$ cat config.mk
export PLATFORM = sky130hd
export DESIGN_NAME = perf_counter_ctrl
export DESIGN_NICKNAME = d
export VERILOG_FILES = /design/src/rtl/perf_pkg.sv /design/src/rtl/perf_counter.sv /design/src/rtl/perf_counter_ctrl.sv
export SDC_FILE = /design/constraint.sdc
export NUM_CORES = 1
export LEC_CHECK = 0
export ABC_AREA = 1
export CAP_MARGIN = 20
export CORE_MARGIN = 2
export CORE_UTILIZATION = 65
export CTS_CLUSTER_DIAMETER = 100
export CTS_CLUSTER_SIZE = 20
export DETAILED_ROUTE_END_ITERATION = 7
export PLACE_DENSITY_LB_ADDON = 0.15
export SLEW_MARGIN = 40
export SYNTH_ARGS = -nofsm -noshare
export SYNTH_HDL_FRONTEND = slang
export SYNTH_SLANG_ARGS = --single-unit
$ cat constraint.sdc
create_clock -name clk -period 3.91 [get_ports clk]
set_input_delay 0.5865 -clock clk [delete_from_list [all_inputs] [get_ports clk]]
set_output_delay 0.5865 -clock clk [all_outputs]
set_load 0.02 [all_outputs]
$ cat src/rtl/perf_pkg.sv
// Shared types and defaults for the performance-counter controller.
package perf_pkg;

  localparam int unsigned NUM_CNT_DEF = 4;
  localparam int unsigned CNT_W_DEF   = 32;

  // Command opcodes; 6 and 7 decode as NOP.
  typedef enum logic [2:0] {
    OP_NOP       = 3'd0,
    OP_START     = 3'd1,
    OP_STOP      = 3'd2,
    OP_CLEAR     = 3'd3,
    OP_SNAP      = 3'd4,
    OP_CLEAR_ONE = 3'd5
  } cmd_op_e;

  typedef enum logic [1:0] {
    ST_IDLE = 2'd0,
    ST_RUN  = 2'd1,
    ST_SNAP = 2'd2
  } state_e;

endpackage

$ cat src/rtl/perf_counter.sv
// One event counter with enable, synchronous clear and sticky wrap flag.
//   clk, rst   clock, async active-low reset
//   en         increment this cycle
//   clr        zero the count and the overflow flag (wins over en)
//   count      current count, modulo 2^CNT_W
//   ovf        set on wrap from all-ones, held until clr
module perf_counter #(
  parameter int unsigned CNT_W = 32
) (
  input  logic             clk,
  input  logic             rst,
  input  logic             en,
  input  logic             clr,
  output logic [CNT_W-1:0] count,
  output logic             ovf
);

  always_ff @(posedge clk or negedge rst) begin
    if (!rst) begin
      count <= '0;
      ovf   <= 1'b0;
    end else if (clr) begin
      count <= '0;
      ovf   <= 1'b0;
    end else if (en) begin
      count <= count + CNT_W'(1);
      if (&count) ovf <= 1'b1;
    end
  end

endmodule

$ cat src/rtl/perf_counter_ctrl.sv
// Performance-counter controller: command FSM, counter bank, snapshot
// shadow bank and a valid/ready read port serving the shadows.
//   clk, rst                 clock, async active-low reset
//   event_i                  per-counter increment condition
//   cmd_valid/ready/op/sel   command port (start/stop/clear/snap/clear_one)
//   rd_req_valid/ready/sel   read request into the shadow bank
//   rd_resp_valid/ready/data read response, one outstanding
//   running                  counters enabled
//   overflow                 sticky per-counter wrap flags
module perf_counter_ctrl
  import perf_pkg::*;
#(
  parameter int unsigned NUM_CNT = NUM_CNT_DEF,
  parameter int unsigned CNT_W   = CNT_W_DEF,
  parameter int unsigned SEL_W   = $clog2(NUM_CNT)
) (
  input  logic               clk,
  input  logic               rst,
  input  logic [NUM_CNT-1:0] event_i,
  input  logic               cmd_valid,
  output logic               cmd_ready,
  input  logic [2:0]         cmd_op,
  input  logic [SEL_W-1:0]   cmd_sel,
  input  logic               rd_req_valid,
  output logic               rd_req_ready,
  input  logic [SEL_W-1:0]   rd_req_sel,
  output logic               rd_resp_valid,
  input  logic               rd_resp_ready,
  output logic [CNT_W-1:0]   rd_resp_data,
  output logic               running,
  output logic [NUM_CNT-1:0] overflow
);

  state_e           state, next_state;
  logic             run_q, next_run;
  logic             cmd_fire_c;
  logic             snap_c, clr_all_c, clr_one_c;
  logic             cnt_en_c;
  logic             rd_fire_c;
  logic [CNT_W-1:0] rd_data_c;
  logic [CNT_W-1:0] cnt    [NUM_CNT];
  logic [CNT_W-1:0] shadow [NUM_CNT];

  assign cmd_fire_c = cmd_valid && cmd_ready;
  // SNAP with run_q set keeps counting so a snapshot never costs a cycle.
  assign cnt_en_c   = (state == ST_RUN) || ((state == ST_SNAP) && run_q);

  // FSM state register and registered status outputs.
  always_ff @(posedge clk or negedge rst) begin
    if (!rst) begin
      state     <= ST_IDLE;
      run_q     <= 1'b0;
      cmd_ready <= 1'b1;
      running   <= 1'b0;
    end else begin
      state     <= next_state;
      run_q     <= next_run;
      cmd_ready <= (next_state != ST_SNAP);
      running   <= next_run;
    end
  end

  // Next state and command decode.
  always_comb begin
    next_state = state;
    next_run   = run_q;
    snap_c     = 1'b0;
    clr_all_c  = 1'b0;
    clr_one_c  = 1'b0;
    case (state)
      ST_IDLE, ST_RUN: begin
        if (cmd_fire_c) begin
          case (cmd_op_e'(cmd_op))
            OP_START: begin
              next_state = ST_RUN;
              next_run   = 1'b1;
            end
            OP_STOP: begin
              next_state = ST_IDLE;
              next_run   = 1'b0;
            end
            OP_CLEAR:     clr_all_c = 1'b1;
            OP_CLEAR_ONE: clr_one_c = 1'b1;
            OP_SNAP: begin
              snap_c     = 1'b1;
              next_state = ST_SNAP;
            end
            default: ;
          endcase
        end
      end
      ST_SNAP: next_state = run_q ? ST_RUN : ST_IDLE;
      default: next_state = ST_IDLE;
    endcase
  end

  // Counter bank; an out-of-range cmd_sel matches no instance.
  for (genvar i = 0; i < NUM_CNT; i++) begin : g_cnt
    logic clr_c;
    assign clr_c = clr_all_c || (clr_one_c && (cmd_sel == SEL_W'(i)));
    perf_counter #(.CNT_W(CNT_W)) u_cnt (
      .clk   (clk),
      .rst   (rst),
      .en    (cnt_en_c && event_i[i]),
      .clr   (clr_c),
      .count (cnt[i]),
      .ovf   (overflow[i])
    );
  end

  // Shadow bank captures every counter on the same edge.
  always_ff @(posedge clk or negedge rst) begin
    if (!rst) begin
      for (int i = 0; i < NUM_CNT; i++) shadow[i] <= '0;
    end else if (snap_c) begin
      for (int i = 0; i < NUM_CNT; i++) shadow[i] <= cnt[i];
    end
  end

  // Shadow select; indices past the bank read as zero.
  always_comb begin
    rd_data_c = '0;
    for (int i = 0; i < NUM_CNT; i++) begin
      if (rd_req_sel == SEL_W'(i)) rd_data_c = shadow[i];
    end
  end

  assign rd_req_ready = !rd_resp_valid || rd_resp_ready;
  assign rd_fire_c    = rd_req_valid && rd_req_ready;

  // Response register; data only moves on an accepted request.
  always_ff @(posedge clk or negedge rst) begin
    if (!rst) begin
      rd_resp_valid <= 1'b0;
      rd_resp_data  <= '0;
    end else if (rd_fire_c) begin
      rd_resp_valid <= 1'b1;
      rd_resp_data  <= rd_data_c;
    end else if (rd_resp_ready) begin
      rd_resp_valid <= 1'b0;
    end
  end

endmodule

Yosys cells after proc, flatten, opt, wreduce, memory -nomap -nowiden
Cells that the tools add are included.
{"block": "totals", "regBits": 297, "wordCells": 116}
{"block": "classes", "add_sub_neg": 4, "eq_ne": 14, "muxes": 40, "reduce_logical": 41}
{"operator": "$mux W32", "count": 12}
{"operator": "$add A32 B1 Y32 const B", "count": 4}
{"operator": "$reduce_and A32 Y1", "count": 4}
{"operator": "$mux W1", "count": 24}
{"operator": "$reduce_bool A2 Y1", "count": 10}
{"operator": "$logic_and A1 B1 Y1", "count": 11}
{"operator": "$eq A2 B2 Y1 const B", "count": 5}
{"operator": "$reduce_and A2 Y1", "count": 4}
{"operator": "$eq A2 B1 Y1 const B", "count": 3}
{"operator": "$eq A3 B2 Y1 const B", "count": 2}
{"operator": "$eq A3 B3 Y1 const B", "count": 2}
{"operator": "$logic_not A2 Y1", "count": 3}
{"operator": "$logic_or A1 B1 Y1", "count": 6}
{"operator": "$pmux W2 S3", "count": 1}
{"operator": "$pmux W2 S2", "count": 1}
{"operator": "$eq A3 B1 Y1 const B", "count": 1}
{"operator": "$reduce_and A3 Y1", "count": 1}
{"operator": "$mux W2", "count": 1}
{"operator": "$ne A2 B2 Y1 const B", "count": 1}
{"operator": "$pmux W1 S2", "count": 1}
{"operator": "$reduce_or A2 Y1", "count": 1}
{"operator": "$logic_not A1 Y1", "count": 1}

Logic depth before layout (Yosys ltp)
Gate-level depths: netlist (run 1).
{"block": "depth", "ltp_word": 8, "ltp_mapped": 10, "ltp_nobuf": 10}

Hierarchy
A second synthesis (run 1) with hierarchy kept.
{"block": "hier_totals", "hier_cells": 2066, "area_unflattened_um2": 15006.9}
{"mod": "perf_counter", "n_inst": 4, "cells_per_inst": 289, "area_each_um2": 1954.4, "seq_area_each_um2": 825.8}
{"mod": "perf_counter_ctrl", "n_inst": 1, "cells_per_inst": 910, "area_each_um2": 7189.4, "seq_area_each_um2": 4130.2}

Least setup slack after synthesis (run 1)
Ideal clock, no wire load.
{"block": "synth_timing", "path_type": "register to register", "startpoint": "register cmd_ready", "endpoint": "register g_cnt[3].u_cnt.count[20]", "setup_time_ns": 0.118, "t_arrival_ns": 1.593, "slack_ns": 2.198, "stages_incl_launch_ff": 9, "path_buffers": 1, "path_cell_list": "dfstp_2 > nand2_1 > nor2_2 > nand3_4 > nand2_2 > inv_1 > buf_2 > nand4_1 > nand2_1"}
{"block": "synth_via", "elab_chain_cells": 6}
{"item": "start, declared", "line": "perf_counter_ctrl.sv:21", "source": "output logic cmd_ready,"}
{"item": "start signal, assigned", "line": "perf_counter_ctrl.sv:58", "source": "cmd_ready <= (next_state != ST_SNAP);"}
{"item": "$logic_and A1 B1 Y1 (*)", "line": "perf_counter_ctrl.sv:44", "source": "assign cmd_fire_c = cmd_valid && cmd_ready;"}
{"item": "$mux W1", "line": "perf_counter_ctrl.sv:72", "source": "if (cmd_fire_c) begin"}
{"item": "$mux W1", "line": "perf_counter_ctrl.sv:70", "source": "case (state)"}
{"item": "$logic_and A1 B1 Y1", "line": "perf_counter_ctrl.sv:100", "source": "assign clr_c = clr_all_c || (clr_one_c && (cmd_sel == SEL_W'(i)));"}
{"item": "$logic_or A1 B1 Y1 (*)", "line": "perf_counter_ctrl.sv:100"}
{"item": "$mux W32 / $reduce_bool A2 Y1 (equally long branches)"}
{"item": "end signal, assigned", "line": "perf_counter.sv:26", "source": "count <= count + CNT_W'(1);"}
{"item": "end, declared", "line": "perf_counter.sv:14", "source": "output logic [CNT_W-1:0] count,"}
Mark *: on every way between the ends. The rest lies on a longest branch, timed or not.
A chain may end at the register's enable or synchronous reset.

Final worst setup path (run 1)
{"block": "layout_timing", "startpoint": "input port rd_resp_ready", "endpoint": "output port rd_req_ready"}
{"block": "layout_via", "elab_chain_cells": 1}
{"item": "start, declared", "line": "perf_counter_ctrl.sv:28", "source": "input logic rd_resp_ready,"}
{"item": "$logic_or A1 B1 Y1", "line": "perf_counter_ctrl.sv:128", "source": "assign rd_req_ready = !rd_resp_valid || rd_resp_ready;"}
{"item": "end, declared", "line": "perf_counter_ctrl.sv:25", "source": "output logic rd_req_ready,"}
No other way between the ends.

==> results of run 1 <==
## synth_stat cells (all sizes together)
cell,n
ha,4
nand3b,4
a21oi,74
o21ai,170
dfrtp,296
clkbuf,26
nor2b,1
clkinv,1
a211oi,1
nand4,47
or2,1
nor2,314
and2,4
a41oi,16
xor2,4
inv,169
nor3,13
buf,48
a31oi,3
o21a,1
nand2,758
dfstp,1
nand3,156
## area by class of cell
cell class	count	area (µm²)
Timing Repair Buffer	72	755.7
Clock inverter	1	5.005
Clock buffer	25	498.0
Tap cell	319	399.1
Sequential cell	297	7433
Inverter	170	650.6
Multi-Input combinational cell	1571	6985
Fill cell	1985	6675
## state kept, by name (all words and copies together), names as in the netlist
signal and count:
shadow 128, cmd_ready 1, rd_resp_data 32, g_cnt.u_cnt.ovf 4, g_cnt.u_cnt.count 128, run_q 1
rd_resp_valid 1, state 2
## worst max-delay path by stage
stage               depth (start not counted)                  endpoint           from  slack [ns]
global route                                4              rd_req_ready  rd_resp_ready        1.51
floorplan                                   8  g_cnt[3].u_cnt.count[20]      cmd_ready        2.20
CTS                                         4              rd_req_ready  rd_resp_ready        1.55
detailed placement                          8  g_cnt[2].u_cnt.count[23]      cmd_valid        1.27
global placement                           10        g_cnt[3].u_cnt.ovf      cmd_valid        1.19
finish                                      4              rd_req_ready  rd_resp_ready        1.56
## per-stage QoR
| stage | cell area (µm²) | util [%] |
|---|---|---|
| 6_report | 16730 | 71.48 |
| 5_1_grt | 16730 | 71.48 |
| 4_1_cts | 16730 | 71.48 |
| 3_5_place_dp | 16210 | 69.28 |
| 3_3_place_gp | 16190 | 69.17 |
| 2_1_floorplan | 15450 | - |
## power breakdown
group / internal (mW) / switching [mW] / total (mW)
clock network: 0.893 / 1.05 / 1.94
logic: 0.414 / 0.780 / 1.19
registers: 3.44 / 0.358 / 3.80
total: 4.75 / 2.19 / 6.94
## cells by family after synthesis
| family | count (synthesis) | synth area share [%] |
|---|---|---|
| adder cells (fa/ha/maj) | 4 | 0.3240 |
| buffers and inverters | 244 | 6.682 |
| flip-flops | 297 | 48.12 |
| AND/OR/NAND/NOR | 1298 | 35.60 |
| AO/OA/AOI/OAI | 265 | 9.055 |
| XOR/XNOR | 4 | 0.2268 |
## layout by cell type, fill, tap and decap left out, drive strengths merged, types with 13 or more instances in the layout
master	n
nand2	758
nor2	314
dfrtp	296
o21ai	170
inv	169
nand3	156
a21oi	74
clkdlybuf4s50	54
nand4	47
clkbuf	25
buf	17
a41oi	16
nor3	13
## layer usage
layer | global-route usage [%] | vias to the layer above | wire [µm]
met5 | 0 | - | 0
met4 | 12.01 | 0 | 1687
met3 | 5.940 | 101 | 3708
met2 | 57.95 | 639 | 20240
met1 | 51.61 | 6866 | 18630
li1 | - | 6795 | -
## repair_timing
action | 4_1_cts | 5_1_grt
hold buffers | 1 | 0
hold endpoints to repair | 34 | 0
setup endpoints to repair | 0 | 0
## critical path: cells and delay by family
kind	cells	cell delay, ns
buffers and inverters	3	1.10
and+or+nand+nor	1	0.08
==> summary.log, run 1 <==
INFO  die            die_area=25,020µm²
INFO  global_route   grt_use_total=36.49%
INFO  power          p_per_area=414.8nW/µm²
INFO  global_route   remaining_overflow_grt=0
INFO  routing        first_pass_iters=6
INFO  sta            maxSlewViolCount=0
INFO  power          max-vdd-ir-drop=0.3573mV
INFO  final_layout   diodes=0
INFO  routing        detail_route.wirelength=44,270µm
INFO  final_layout   drive_gt1_share=3.886%
INFO  power          reported_leakage_power=7.559nW
INFO  yosys          netlist_area=15,450µm²
INFO  global_route   first_global_vias=13.39k
INFO  yosys          synth_warnings=0
INFO  cts            cts-buffers-inserted=18
INFO  setup_path     critical_path.endpoint_type=output pin
INFO  cts            clkSinkCount=297
INFO  setup_path     critical_path.reg2reg.endpoint=g_cnt[2].u_cnt.count[23]
INFO  die            initial_utilization=66.01%
INFO  sta            timing.setup.tns=0ns
INFO  global_route   grt_start_max_net_pins=108
INFO  sta            fin_crit=2.355ns
INFO  flow_run       cap_viol_max_count=0
INFO  setup_path     critical-path-max-stage-delay=0.61ns
INFO  setup_path     cp_cell_sequence=clkdlybuf4s50_1 -> inv_1 -> nand2_1 -> clkdlybuf4s50_1
INFO  cts            path_clk_slew=0.08ns
INFO  die            std_cell_rows=56
INFO  die            floorplan.die.width=158.2µm
INFO  setup_path     worst_ep_required_time=3.32ns
INFO  routing        detail_route.vias_per_cell=5.866
INFO  setup_path     r2r_setup_slack=1.78ns
INFO  die            ioPinCount=56
INFO  sta            report.final.hold_viol_count=0
INFO  routing        num_vias=14.40k
INFO  min_path       min-delay-path-class=reg -> reg
INFO  sta            grt_setup_unrepaired=no
INFO  setup_path     cp-start-kind=input pin
INFO  yosys          seq_area_frac_synth=48.12%
INFO  outcome        outcome=completed
INFO  global_route   global_route_wire_length_before_repair=71,210µm
INFO  routing        post_drt_wl_per_cell=18.03µm
INFO  min_path       hold_end=g_cnt[1].u_cnt.ovf
INFO  placement      pre_cts_setup_slack=1.265ns
INFO  cts            cts_resized=0
INFO  final_layout   area_added_between_synthesis_and_finish=8.277%
INFO  setup_path     worstReg2RegStart=cmd_ready
INFO  yosys          synth.area.top_cells=sky130_fd_sc_hd__dfrtp_1, sky130_fd_sc_hd__nand2_1, sky130_fd_sc_hd__nor2_1
INFO  setup_path     critical_path.slowest_cell=sky130_fd_sc_hd__clkdlybuf4s50_1
INFO  final_layout   post_layout_nonfiller_instances=2,455
INFO  cts            cts.root.buffer_cell=sky130_fd_sc_hd__clkbuf_16
INFO  placement      gp_routability_congestion=1.041
INFO  routing        antenna_left=0
INFO  yosys          synth_top_area_share=47.95%
INFO  sta            max-slew-margin-rel=50.49%
INFO  yosys          ys_seq_elements=297
INFO  setup_path     path_class=in -> out
INFO  die            die_height=158.2µm
INFO  placement      dp_cells=2,428
INFO  setup_path     ff2ff_path_depth=7
INFO  power          total_power=6.938mW
INFO  setup_path     cp.arrival=1.77ns
INFO  placement      input_output_buffers=55
INFO  die            core_area=23,400µm²
INFO  cts            worst_skew_pair.late_latency=0.52ns
INFO  yosys          synth_cell_type_count=41
INFO  sta            whs=0.4801ns
INFO  yosys          synth_area_leader_cell=sky130_fd_sc_hd__dfrtp_1
INFO  cts            post_cts.repair.setup_buffers=0
INFO  setup_path     cp_common_cell=sky130_fd_sc_hd__clkdlybuf4s50_1
INFO  cts            buffer_levels_on_the_longest_clock_path=3
INFO  sta            max_clock_freq=424.7MHz
INFO  sta            timing_worst_slew_pin_value=0.7426ns
INFO  min_path       min_delay_path_depth=2
INFO  setup_path     worst-path-max-fanout=3
INFO  cts            tritoncts=yes
INFO  placement      hpwlAfterDp=32,810µm
INFO  sta            worst_clock_skew=0.01956ns
INFO  min_path       min_from=g_cnt[1].u_cnt.ovf
INFO  routing        drtIter0Drc=1,486
INFO  routing        route.detailed.drc=0
INFO  final_layout   net_count_reported_at_finish=2,150
INFO  sta            layout_worst_path_cycle_share=60.23%
INFO  yosys          synth_nets=2,132
INFO  yosys          syn-mean-instance-area=7.315µm²
INFO  sta            timing.final.ws_setup=1.555ns
INFO  cts            cts_htree_levels=1
INFO  yosys          number_of_instances_in_the_synthesized_netlist=2,112
INFO  sta            finalSetupViolCount=0
INFO  global_route   antenna_found_initial=0
Note: power is estimated with default switching activity, not from simulation.
==> run 2, diff against run 1 <==
CORE_UTILIZATION = 62   (was 65)
clock period = 2.4 ns   (was 3.91 ns; I/O delays follow)
==> summary.log, run 2 (same netlist as run 1, synthesis figures left out) <==
INFO  routing        dr_wl_met3=3271µm [was 3708 µm]
INFO  routing        antenna_left=0 [unchanged]
INFO  final_layout   reg.largest.list=g_cnt.u_cnt.count x128, shadow x128, rd_resp_data x32 [unchanged]
INFO  global_route   remaining_overflow_grt=0 [unchanged]
INFO  routing        post_drt_wl_per_cell=17.70µm [was 18.03 µm]
INFO  cts            worst_skew_pair.late_latency=0.51ns [was 0.52 ns]
INFO  final_layout   top_library_cells_by_usage_in_the_layout_fill_and_taps_aside=sky130_fd_sc_hd__nand2_1, sky130_fd_sc_hd__nor2_1, sky130_fd_sc_hd__dfrtp_1, sky130_fd_sc_hd__inv_1, sky130_fd_sc_hd__nand3_1 [unchanged]
INFO  routing        met1Wirelength=18,800µm [was 18,630 µm]
INFO  routing        met2RoutedLength=20,500µm [was 20,240 µm]
INFO  final_layout   final_util=69.69% [was 71.48%]
INFO  cts            cts_hold_buffers=1 [unchanged]
INFO  die            std_cell_rows=57 [was 56]
INFO  final_layout   most_frequent_standard_cell_in_the_layout_excluding_fill_and_tap_cells=sky130_fd_sc_hd__nand2_1 [unchanged]
INFO  cts            cts_resized=0 [unchanged]
INFO  flow_run       cap_viol_max_count=0 [unchanged]
INFO  die            floorplan.die.width=161.9µm [was 158.2 µm]
INFO  die            die_area=26,200µm² [was 25,020 µm²]
INFO  setup_path     cp.arrival=1.68ns [was 1.77 ns]
INFO  cts            cts-buffers-inserted=18 [unchanged]
INFO  cts            tritoncts=yes [unchanged]
INFO  sta            grt_setup_unrepaired=no [unchanged]
INFO  final_layout   drive_gt1_share=4.863% [was 3.886%]
INFO  sta            report.final.hold_viol_count=0 [unchanged]
INFO  setup_path     cp_top_family=buffers and inverters [unchanged]
INFO  global_route   global_route_wire_length_before_repair=71,590µm [was 71,210 µm]
INFO  placement      dp_cells=2,456 [was 2,428]
INFO  routing        first_pass_iters=5 [was 6]
INFO  routing        drtIter0Drc=1,382 [was 1,486]
INFO  global_route   antenna_found_initial=0 [unchanged]
INFO  setup_path     critical-path-max-stage-delay=0.61ns [about the same]
INFO  sta            layout_worst_path_cycle_share=84.90%
INFO  routing        detail_route.wirelength=43,960µm [was 44,270 µm]
INFO  setup_path     cp_cell_sequence=clkdlybuf4s50_1 [was clkdlybuf4s50_1 -> inv_1 -> nand2_1 -> clkdlybuf4s50_1]
INFO  cts            cts_htree_levels=1 [unchanged]
INFO  final_layout   area_added_between_synthesis_and_finish=10.03% [was 8.277%]
INFO  final_layout   fillerInstances=2,082 [was 1,985]
INFO  sta            timing.setup.tns=0ns [unchanged]
INFO  global_route   first_global_vias=13.43k [was 13.39k]
INFO  placement      hpwlAfterDp=33,090µm [was 32,810 µm]
INFO  power          reported_leakage_power=7.697nW [was 7.559 nW]
INFO  sta            max_clock_freq=490.8MHz
INFO  outcome        outcome=completed [unchanged]
INFO  die            initial_utilization=63.34% [was 66.01%]
INFO  setup_path     crit_buf_inv=1 [was 3]
INFO  cts            buffer_levels_on_the_longest_clock_path=3 [unchanged]
INFO  sta            fin_crit=2.038ns
INFO  routing        highest_metal_layer_used_by_the_detailed_router=met4 [unchanged]
INFO  min_path       min-delay-path-class=in -> async [was reg -> reg]
INFO  routing        num_vias=14.40k [about the same]
INFO  placement      input_output_buffers=55 [unchanged]
INFO  setup_path     worst-path-max-fanout=3 [unchanged]
INFO  sta            timing_worst_slew_pin_value=0.6721ns [was 0.7426 ns]
INFO  setup_path     critical_path.endpoint_type=output pin [unchanged]
INFO  setup_path     worst_ep_required_time=2.04ns [was 3.32 ns]
INFO  setup_path     critical_path.slowest_cell=sky130_fd_sc_hd__clkdlybuf4s50_1 [unchanged]
INFO  setup_path     cp-start-kind=flop [was input pin]
INFO  final_layout   net_count_reported_at_finish=2,173 [was 2,150]
INFO  die            core_area=24,390µm² [was 23,400 µm²]
INFO  power          p_per_area=661.1nW/µm² [was 414.8 nW/µm²]
INFO  sta            finalSetupViolCount=0 [unchanged]
INFO  power          max-vdd-ir-drop=0.7495mV [was 0.3573 mV]
INFO  die            die_height=161.9µm [was 158.2 µm]
INFO  sta            maxSlewViolCount=0 [unchanged]
INFO  final_layout   diodes=0 [unchanged]
INFO  sta            max-slew-margin-rel=55.19% [was 50.49%]
INFO  placement      gp_routability_congestion=0.9619 [was 1.041]
INFO  sta            worst_clock_skew=0.01121ns [was 0.01956 ns]
INFO  final_layout   post_layout_nonfiller_instances=2,483 [was 2,455]
INFO  global_route   grt_use_total=34.29% [was 36.49%]
INFO  global_route   grt_start_max_net_pins=77 [was 108]
INFO  cts            path_clk_slew=0.09ns [was 0.08 ns]
INFO  die            ioPinCount=56 [unchanged]
INFO  cts            cts.root.buffer_cell=sky130_fd_sc_hd__clkbuf_16 [unchanged]
INFO  routing        route.detailed.drc=0 [unchanged]
INFO  cts            post_cts.repair.setup_buffers=0 [unchanged]
INFO  cts            clkSinkCount=297 [unchanged]
INFO  routing        detail_route.vias_per_cell=5.801 [was 5.866]
INFO  setup_path     path_class=reg -> out [was in -> out]
[run 2: cell types whose count changed in the layout (fill, tap and decap cells not counted)]
cell                     delta
sky130_fd_sc_hd__inv_1      +1
sky130_fd_sc_hd__inv_2      -1
sky130_fd_sc_hd__buf_16     -1
sky130_fd_sc_hd__buf_12     +9
sky130_fd_sc_hd__buf_4     +15
[run 2: final cells by class]
type / instances / area (µm²) / area share (%)
sequential: 297 / 7433 / 43.73
multi-input combinational: 1571 / 6985 / 41.09
timing repair buffer: 95 / 1021 / 6.006
inverter: 170 / 650.6 / 3.827
clock buffer: 25 / 498.0 / 2.929
tap: 324 / 405.4 / 2.385
clock inverter: 1 / 5.005 / 0.02944
[run 2: through the flow]
step | hold WS, ns | power (mW) | setup WS (ns) | instance area [µm²]
4_1_cts | 0.4591 | 11.24 | 0.3579 | 17000
2_1_floorplan | 0.06441 | 7.238 | 0.6884 | 15450
3_3_place_gp | 0.4080 | 8.081 | 0.1037 | 16490
5_1_grt | 0.4823 | 11.75 | 0.1752 | 17000
3_5_place_dp | 0.4103 | 8.159 | 0.08255 | 16490
6_report | 0.4254 | 11.24 | 0.3624 | 17000
[run 2: per-layer routing]
metal | up-vias | global-route usage (%)
met4 | 0 | 10.34
met3 | 76 | 4.213
met1 | 6911 | 49.36
met5 | - | 0
met2 | 568 | 55.15
li1 | 6848 | -
[run 2: worst paths after layout]
path / from / endpoint / slack (ns) / depth (start not counted)
hold reg to reg: g_cnt[0].u_cnt.ovf / g_cnt[0].u_cnt.ovf / 0.48 / 2
max in group asynchronous: rst / shadow[8] / 1.20 / 3
min in group clk: rd_resp_ready / rd_resp_valid / 0.47 / 4
setup reg to reg: cmd_ready / g_cnt[1].u_cnt.ovf / 0.37 / 9
setup / recovery: cmd_ready / cmd_ready / 0.36 / 1
hold / removal: rst / g_cnt[3].u_cnt.count[31] / 0.43 / 2
[run 2: power by group]
part	total, mW	leakage [nW]	switching, mW	internal (mW)
sequential	6.12	4.01	0.517	5.61
clock	3.13	0.245	1.68	1.45
combinational	1.98	3.44	1.26	0.718
==> run 3, diff against run 2 <==
CORE_UTILIZATION = 56   (was 62)
clock period = 1.7 ns   (was 2.4 ns; I/O delays follow)
==> summary.log, run 3 (same netlist as run 1, synthesis figures left out) <==
INFO  global_route   remaining_overflow_grt=0 [unchanged]
INFO  cts            buffer_levels_on_the_longest_clock_path=3 [unchanged]
INFO  global_route   grt_use_total=33.01% [was 34.29%]
INFO  power          intPower=11.28mW [was 7.779 mW]
INFO  routing        first_pass_iters=6 [was 5]
INFO  global_route   grt_start_max_net_pins=85 [was 77]
INFO  final_layout   post_layout_nonfiller_instances=2,634 [was 2,483]
INFO  min_path       min-delay-path-class=in -> async [unchanged]
INFO  power          comb_power_share=19.9% [was 17.6%]
INFO  sta            fin_crit=1.780ns
INFO  sta            maxSlewViolCount=0 [unchanged]
INFO  routing        route.detailed.drc=0 [unchanged]
INFO  power          reported_leakage_power=8.725nW [was 7.697 nW]
INFO  sta            timing.final.ws_setup=-0.07998ns [was 0.3624 ns]
INFO  sta            timing_worst_slew_pin_value=0.4755ns [was 0.6721 ns]
INFO  cts            clkSinkCount=297 [unchanged]
INFO  setup_path     path_class=reg -> reg [was reg -> out]
INFO  final_layout   net_count_reported_at_finish=2,306 [was 2,173]
INFO  die            std_cell_rows=60 [was 57]
INFO  routing        num_vias=15.02k [was 14.40k]
INFO  die            die_area=28,930µm² [was 26,200 µm²]
INFO  die            ioPinCount=56 [unchanged]
INFO  setup_path     cp_common_cell=sky130_fd_sc_hd__nand2_4
INFO  final_layout   area_added_between_synthesis_and_finish=21.22% [was 10.03%]
INFO  die            core_area=27,030µm² [was 24,390 µm²]
INFO  sta            max-slew-margin-rel=68.30% [was 55.19%]
INFO  die            initial_utilization=57.16% [was 63.34%]
INFO  cts            cts_htree_levels=1 [unchanged]
INFO  global_route   antenna_found_initial=0 [unchanged]
INFO  placement      dp_cells=2,572 [was 2,456]
INFO  power          p_per_area=877.7nW/µm² [was 661.1 nW/µm²]
INFO  setup_path     critical_path.endpoint_type=flop [was output pin]
INFO  cts            cts-buffers-inserted=18 [unchanged]
INFO  final_layout   most_frequent_standard_cell_in_the_layout_excluding_fill_and_tap_cells=sky130_fd_sc_hd__nand2_1 [unchanged]
INFO  sta            max_clock_freq=561.8MHz
INFO  cts            worst_skew_pair.late_latency=0.52ns [was 0.51 ns]
INFO  setup_path     worst-path-max-fanout=6 [was 3]
INFO  cts            path_clk_slew=0.09ns [about the same]
INFO  final_layout   reg.largest.list=g_cnt.u_cnt.count x128, shadow x128, rd_resp_data x32 [unchanged]
INFO  power          max-vdd-ir-drop=0.8082mV [was 0.7495 mV]
INFO  flow_run       cap_viol_max_count=0 [unchanged]
INFO  final_layout   top_library_cells_by_usage_in_the_layout_fill_and_taps_aside=sky130_fd_sc_hd__nand2_1, sky130_fd_sc_hd__dfrtp_1, sky130_fd_sc_hd__nor2_1, sky130_fd_sc_hd__inv_1, sky130_fd_sc_hd__nand3_1 [was sky130_fd_sc_hd__nand2_1, sky130_fd_sc_hd__nor2_1, sky130_fd_sc_hd__dfrtp_1, sky130_fd_sc_hd__inv_1, sky130_fd_sc_hd__nand3_1]
INFO  setup_path     cp_cell_sequence=nand2_4 -> nor2_4 -> nand3_4 -> buf_6 -> nand2_4 -> inv_6 -> clkbuf_16 -> nand4_1 -> o21ai_2 [was clkdlybuf4s50_1]
INFO  placement      gp_routability_congestion=0.9945 [was 0.9619]
INFO  placement      input_output_buffers=55 [unchanged]
INFO  power          pwr-share-seq=52.8% [was 54.5%]
INFO  setup_path     crit_buf_inv=3 [was 1]
INFO  setup_path     cp_top_family=simple AND/OR/NAND/NOR gates [was buffers and inverters]
INFO  die            die_height=170.1µm [was 161.9 µm]
INFO  placement      hpwlAfterDp=35,010µm [was 33,090 µm]
INFO  power          total_power=16.44mW [was 11.24 mW]
INFO  final_layout   diodes=0 [unchanged]
INFO  power          net-switching-power=5.153mW [was 3.459 mW]
INFO  cts            tritoncts=yes [unchanged]
INFO  setup_path     r2r_setup_slack=-0.08ns [was 0.37 ns]
INFO  sta            worst_clock_skew=0.02037ns [was 0.01121 ns]
INFO  power          p_clk_share=27.3% [was 27.9%]
INFO  setup_path     cp-start-kind=flop [unchanged]
INFO  global_route   global_route_wire_length_before_repair=74,460µm [was 71,590 µm]
INFO  routing        antenna_left=0 [unchanged]
INFO  setup_path     cp.arrival=2.17ns [was 1.68 ns]
INFO  setup_path     worst_ep_required_time=2.09ns [was 2.04 ns]
INFO  cts            cts.root.buffer_cell=sky130_fd_sc_hd__clkbuf_16 [unchanged]
INFO  routing        post_drt_wl_per_cell=18.46µm [was 17.70 µm]
INFO  die            floorplan.die.width=170.1µm [was 161.9 µm]
INFO  sta            layout_worst_path_cycle_share=104.7%
INFO  outcome        outcome=finished, violations left [was completed]
INFO  routing        detail_route.wirelength=48,620µm [was 43,960 µm]
INFO  setup_path     critical-path-max-stage-delay=0.57ns [was 0.61 ns]
INFO  final_layout   final_util=69.29% [was 69.69%]
INFO  routing        detail_route.vias_per_cell=5.703 [was 5.801]
INFO  sta            finalSetupViolCount=71 [was 0]
INFO  final_layout   drive_gt1_share=13.30% [was 4.863%]
INFO  setup_path     critical_path.slowest_cell=sky130_fd_sc_hd__dfstp_2 [was sky130_fd_sc_hd__clkdlybuf4s50_1]
INFO  outcome        violations=setup timing
INFO  sta            grt_setup_unrepaired=yes [was no]
INFO  global_route   first_global_vias=13.96k [was 13.43k]
INFO  sta            report.final.hold_viol_count=0 [unchanged]
INFO  routing        drtIter0Drc=1,507 [was 1,382]
INFO  power          sw_frac_of_total=31.35% [was 30.78%]
## run 3: changes by cell type in the layout (fill, tap and decap cells not counted), sizes merged, moves of 11 or more
cell / delta
clkdlybuf4s50: -40
dlygate4sd2: +39
buf: +123
clkbuf: +11
## run 3: layout make-up
class                           instances  area (µm²)
Sequential cell                       297        7435
Inverter                              170       686.9
Tap cell                              341       426.7
Clock buffer                           27       515.5
Timing Repair Buffer                  226        2404
Multi-Input combinational cell       1573        7259
Fill cell                            2304        8299
## run 3: power by group through the flow
stage / sequential [mW] / clock [mW] / combinational [mW]
final: 8.68 / 4.49 / 3.27
after global routing: 8.75 / 4.77 / 3.59
after CTS: 8.63 / 4.53 / 3.10
after detailed placement: 8.77 / 0 / 3.12
after global placement: 8.75 / 0 / 3.04
after floorplan: 8.66 / 0 / 1.56
## run 3: final timing paths
check,cells past startpoint,from,to
worst max-delay path,9,cmd_ready,g_cnt[2].u_cnt.count[11]
worst min-delay path,2,rst,g_cnt[3].u_cnt.count[29]
worst max register to register,9,cmd_ready,g_cnt[2].u_cnt.count[11]
worst min register to register,2,shadow[26],shadow[26]
max in group asynchronous,3,rst,shadow[53]
min in group clk,4,cmd_valid,state[0]
## run 3: per-stage QoR
step	hold slack, ns	setup slack, ns	instance area (µm²)	TNS, ns
after global placement	0.1139	-0.3420	17410	-45.76
after floorplan	-0.04059	-0.004811	15450	-0.03099
after global routing	0.1753	-0.1698	18730	-10.86
final	0.1642	-0.07998	18730	-2.198
after CTS	0.1617	-0.05247	18130	-0.8861
after detailed placement	0.1154	-0.3890	17410	-55.05
## run 3: metal layers
layer / GRT usage (%) / wire [µm] / up-vias
met3: 6.279 / 4194 / 111
li1: - / - / 7133
met4: 10.78 / 1897 / 0
met2: 52.77 / 22040 / 646
met1: 45.59 / 20490 / 7133
met5: 0 / 0 / -
## run 3: repair_timing
item / 4_1_cts / 5_1_grt
endpoints found under the setup margin: 117 / 220
endpoints found under the hold margin: 191 / 0
hold buffers: 1 / 0
gates resized for setup: 73 / 105
pin swaps: 11 / 32
cloned: 4 / 12
buffers inserted: 5 / 15
